==> src/rtl/seq_shifter.sv <==
// Sequential one-bit-per-cycle shifter: LSR, LSL, ASR and (optionally) ROR.
// Define SEQ_SHIFTER_ROTATE_EN to enable ROR on op=11; otherwise op=11 acts as LSR.
module seq_shifter #(
   parameter int WIDTH = 8,
   parameter int SHW   = $clog2(WIDTH)
) (
   input  logic             clk,
   input  logic             reset,
   input  logic             start,
   input  logic [WIDTH-1:0] d_in,
   input  logic [SHW-1:0]   shamt,
   input  logic [1:0]       op,
   output logic [WIDTH-1:0] d_out,
   output logic             busy,
   output logic             done
);

   localparam logic [1:0] MODE_LSR = 2'b00;
   localparam logic [1:0] MODE_LSL = 2'b01;
   localparam logic [1:0] MODE_ASR = 2'b10;
   localparam logic [1:0] MODE_ROR = 2'b11;

   typedef enum logic [1:0] {IDLE, SHIFT, DONE} state_t;

   state_t           state, state_nxt;
   logic [SHW-1:0]   cnt;
   logic [1:0]       mode;
   logic [WIDTH-1:0] shifted;
   logic             load;

   always_ff @(posedge clk or posedge reset) begin
      if (reset) state <= IDLE;
      else       state <= state_nxt;
   end

   always_comb begin
      state_nxt = state;
      load      = 1'b0;
      busy      = 1'b0;
      done      = 1'b0;
      case (state)
         IDLE: begin
            if (start) begin
               load      = 1'b1;
               state_nxt = SHIFT;
            end
         end
         SHIFT: begin
            busy = 1'b1;
            if (cnt == '0) state_nxt = DONE;
         end
         DONE: begin
            done = 1'b1;
            if (start) begin
               load      = 1'b1;
               state_nxt = SHIFT;
            end else begin
               state_nxt = IDLE;
            end
         end
         default: state_nxt = IDLE;
      endcase
   end

   // Single-bit step for the latched mode; unknown/disabled modes fall back to LSR.
   always_comb begin
      shifted = {1'b0, d_out[WIDTH-1:1]};
      case (mode)
         MODE_LSR: shifted = {1'b0, d_out[WIDTH-1:1]};
         MODE_LSL: shifted = {d_out[WIDTH-2:0], 1'b0};
         MODE_ASR: shifted = {d_out[WIDTH-1], d_out[WIDTH-1:1]};
`ifdef SEQ_SHIFTER_ROTATE_EN
         MODE_ROR: shifted = {d_out[0], d_out[WIDTH-1:1]};
`endif
         default:  shifted = {1'b0, d_out[WIDTH-1:1]};
      endcase
   end

   always_ff @(posedge clk or posedge reset) begin
      if (reset) begin
         d_out <= '0;
         cnt   <= '0;
         mode  <= MODE_LSR;
      end else if (load) begin
         d_out <= d_in;
         cnt   <= shamt;
         mode  <= op;
      end else if (state == SHIFT && cnt != '0) begin
         d_out <= shifted;
         cnt   <= cnt - SHW'(1);
      end
   end

endmodule

==> config.mk <==
export PLATFORM = sky130hd
export DESIGN_NAME = seq_shifter
export DESIGN_NICKNAME = d
export VERILOG_FILES = /design/src/rtl/seq_shifter.sv
export SDC_FILE = /design/constraint.sdc
export NUM_CORES = 1
export LEC_CHECK = 0
export CAP_MARGIN = 10
export CORE_UTILIZATION = 39
export DETAILED_ROUTE_END_ITERATION = 10
export PLACE_DENSITY_LB_ADDON = 0.3
export SYNTH_ARGS = -nofsm -noshare
export SYNTH_HDL_FRONTEND = slang
export SYNTH_SLANG_ARGS = --single-unit
==> constraint.sdc <==
create_clock -name clk -period 1.9 [get_ports clk]
set_input_delay 0.475 -clock clk [delete_from_list [all_inputs] [get_ports clk]]
set_output_delay 0.475 -clock clk [all_outputs]
set_load 0.005 [all_outputs]
==> qor.csv, run 1 <==
stage,metric,value,unit
outcome,status,"finished, final reports clean",
critical_path,worst_ep_arrival_time,1410,ps
critical_path,critPathMaxStageDelay,510,ps
sta,hold_viol,0,
cells_and_area,antenna_cells,0,
clock_tree,clk_latency,280,ps
yosys,synth_area,780.7,µm²
sta,fin_crit,1886,ps
die,die_y,46.74,µm
yosys,synthMuxAreaShare,0,
critical_path,start_kind,register,
grt,antenna_found_initial,0,
worst_hold_path,hold_path.class,reg2reg,
yosys,yosysUniqueCellTypes,24,
yosys,ys_seq_area_frac,0.4808,
yosys,synth_top_area_frac,0.4808,
sta,fin_ws,13.69,ps
yosys,synth_compound_area_frac,0.2308,
critical_path,critPathMaxFanout,5,
critical_path,cp_slowest_cell,clkdlybuf4s50_1,
flow_run,maxCapViolCount,0,
critical_path,setup.worst_path.end_class,output port,
yosys,avgSynthCellArea,10.70,µm²
sta,fin_tns_setup,0,ps
die,ios,26,
clock_tree,cts_tree,built,
detailed_routing,vias_per_cell,5.360,
critical_path,critPathRequiredTime,1420,ps
yosys,synthSimpleGateAreaFrac,0.1554,
yosys,syn_nets,93,
clock_tree,clock_sinks,15,
yosys,synth-seq-cells,15,
clock_tree,htreeDepth,1,
die,die_area,2185,µm²
detailed_routing,drc,0,
cells_and_area,fin_nets,121,
grt,grt_max_degree,16,
detailed_routing,dr.first_iter.drc_count,15,
detailed_routing,vias,670,
detailed_routing,routed_wl,1.675,mm
sta,tightest_slew,576.9,ps
critical_path,worst-setup-path-type,reg2out,
grt,grtUsageTotal,0.1880,
place,dp_slack,75.49,ps
sta,skew,1.338,ps
pwr,cellPowerDensity,1746,nW/µm²
yosys,syn_inst,73,
pwr,peakVddDrop,0.8647,mV
grt,grt_pass1_vias,628,
sta,maxSlewViolCount,0,
cells_and_area,most-common-layout-cells,"clkdlybuf4s50_1, dfrtp_1",
yosys,synthAdderAreaFrac,0.06410,
clock_tree,cts_root_buf,clkbuf_4,
critical_path,crit_path_cell_trace,nor2b_2 > clkdlybuf4s50_1,
sta,relSlewSlack,0.6150,
clock_tree,clk_pin_slew,80,ps
cells_and_area,final_util,0.6090,
pwr,power,1.915,mW
die,rows,15,
die,die_w,46.74,µm
detailed_routing,post_drt_wl_per_cell,13.40,µm
clock_tree,hold_buffers,0,
grt,grt-ovfl-total,0,
cells_and_area,final_common_cell,clkdlybuf4s50_1,
yosys,synth_top_family_by_area,compound AO/OA/AOI/OAI gates,
place,port_buffers,25,
die,core,1802,µm²
yosys,synth_warnings,0,
clock_tree,cts_buffers,3,
grt,grt_pass1_wl,2.822,mm
detailed_routing,ant_nets,0,
yosys,yosysTopAreaCell,dfrtp_1,
yosys,synthTopCellsByArea,"dfrtp_1, o221a_2, a221o_1, ha_1, nand2_1",
sta,period_share,0.9928,
place,place_congestion,0.7997,
pwr,cellLeakagePower,0.4898,nW
clock_tree,max-clock-path-buffers,2,
yosys,synth_xor_xnor_area_share,0,
sta,fmax,0.5301,GHz
sta,finalSetupViolations,0,
cells_and_area,drive_gt1_frac,0.1700,
detailed_routing,dr.pass1.iters,4,
die,initial_core_util,0.4333,
cells_and_area,synthToLayoutAreaGrowth,40.54,%
[metrics by stage]
| stage | area, µm² | instances | hold WS, ps |
|---|---|---|---|
| 2_1_floorplan | 780.7 | 73 | 376.5 |
| 3_3_place_gp | 1054 | 120 | 497.4 |
| 3_5_place_dp | 1054 | 120 | 505.4 |
| 4_1_cts | 1080 | 124 | 522.0 |
| 5_1_grt | 1097 | 125 | 549.4 |
| 6_report | 1097 | 125 | 518.9 |
[flip-flops by register name (all words and copies together) (netlist names)]
| name | flops |
|---|---|
| cnt | 3 |
| d_out | 8 |
| mode | 2 |
| state | 2 |
[what timing repair did]
item	CTS	global route
setup endpoints to repair	0	11
buffers inserted	0	1
resized for setup	0	4
hold endpoints to repair	0	0
[path summary, 6_finish.rpt]
| check | start | to | slack, ps | depth (start not counted) |
|---|---|---|---|---|
| max in group asynchronous | reset | d_out[5] | 980 | 2 |
| max reg2reg | cnt[0] | d_out[1] | 130 | 6 |
| min in group asynchronous | reset | mode[0] | 550 | 2 |
| max | state[0] | busy | 10 | 2 |
| min | cnt[0] | cnt[0] | 520 | 1 |
| min reg2reg | cnt[0] | cnt[0] | 520 | 1 |
[logic make-up after synthesis]
family,count (synthesis)
and+or+nand+nor,22
AOI/OAI and AO/OA,20
DFF,15
buffers and inverters,12
adders and majority gates,4
[power by group]
group / switching (mW) / internal, mW
clock network: 0.0995 / 0.0816
logic: 0.444 / 0.653
registers: 0.147 / 0.491
total: 0.690 / 1.23
[cell type report]
type	count	area [µm²]
flip-flops and latches	15	375.4
well taps	25	31.28
fillers	166	704.4
multi-input cells	46	359.1
repair buffers	29	282.8
inverters	6	22.52
clock buffers	4	26.28
[Yosys cell counts]
cell      count
a221o_1       6
a31oi_1       1
a32oi_1       1
and2_1        1
and2b_1       2
buf_1         1
buf_2         1
buf_6         1
clkbuf_1      3
dfrtp_1      15
ha_1          4
inv_1         6
nand2_1       7
nand2b_1      1
nand3_1       4
nand4b_1      1
nor2_1        1
nor2b_1       2
nor3b_1       1
o211ai_1      3
o21ai_0       3
o221a_2       6
or2_2         1
or3b_1        1
[per-layer routing]
metal,vias up,part of all wire,track usage
met5,-,0,0
met4,0,0.023,0.1029
met3,6,0.071,0.04231
met2,29,0.48,0.3000
met1,311,0.43,0.2366
li1,324,-,-
[worst max-delay path, delay by kind of cell, from the launching register on]
kind / cells / cell delay [ps]
flip-flops: 1 / 420
AND/OR/NAND/NOR: 1 / 200
buffers and inverters: 1 / 510
No activity file was read; power rests on OpenSTA's default activity.
==> run 2, diff against run 1 <==
--- a/config.mk
+++ b/config.mk
@@ -9,6 +9,7 @@
 export CORE_UTILIZATION = 39
 export DETAILED_ROUTE_END_ITERATION = 10
 export PLACE_DENSITY_LB_ADDON = 0.3
+export SLEW_MARGIN = 25
 export SYNTH_ARGS = -nofsm -noshare
 export SYNTH_HDL_FRONTEND = slang
 export SYNTH_SLANG_ARGS = --single-unit
==> results of run 2 <==
Same layout as run 1: the final DEF is identical, and so are final timing and power.
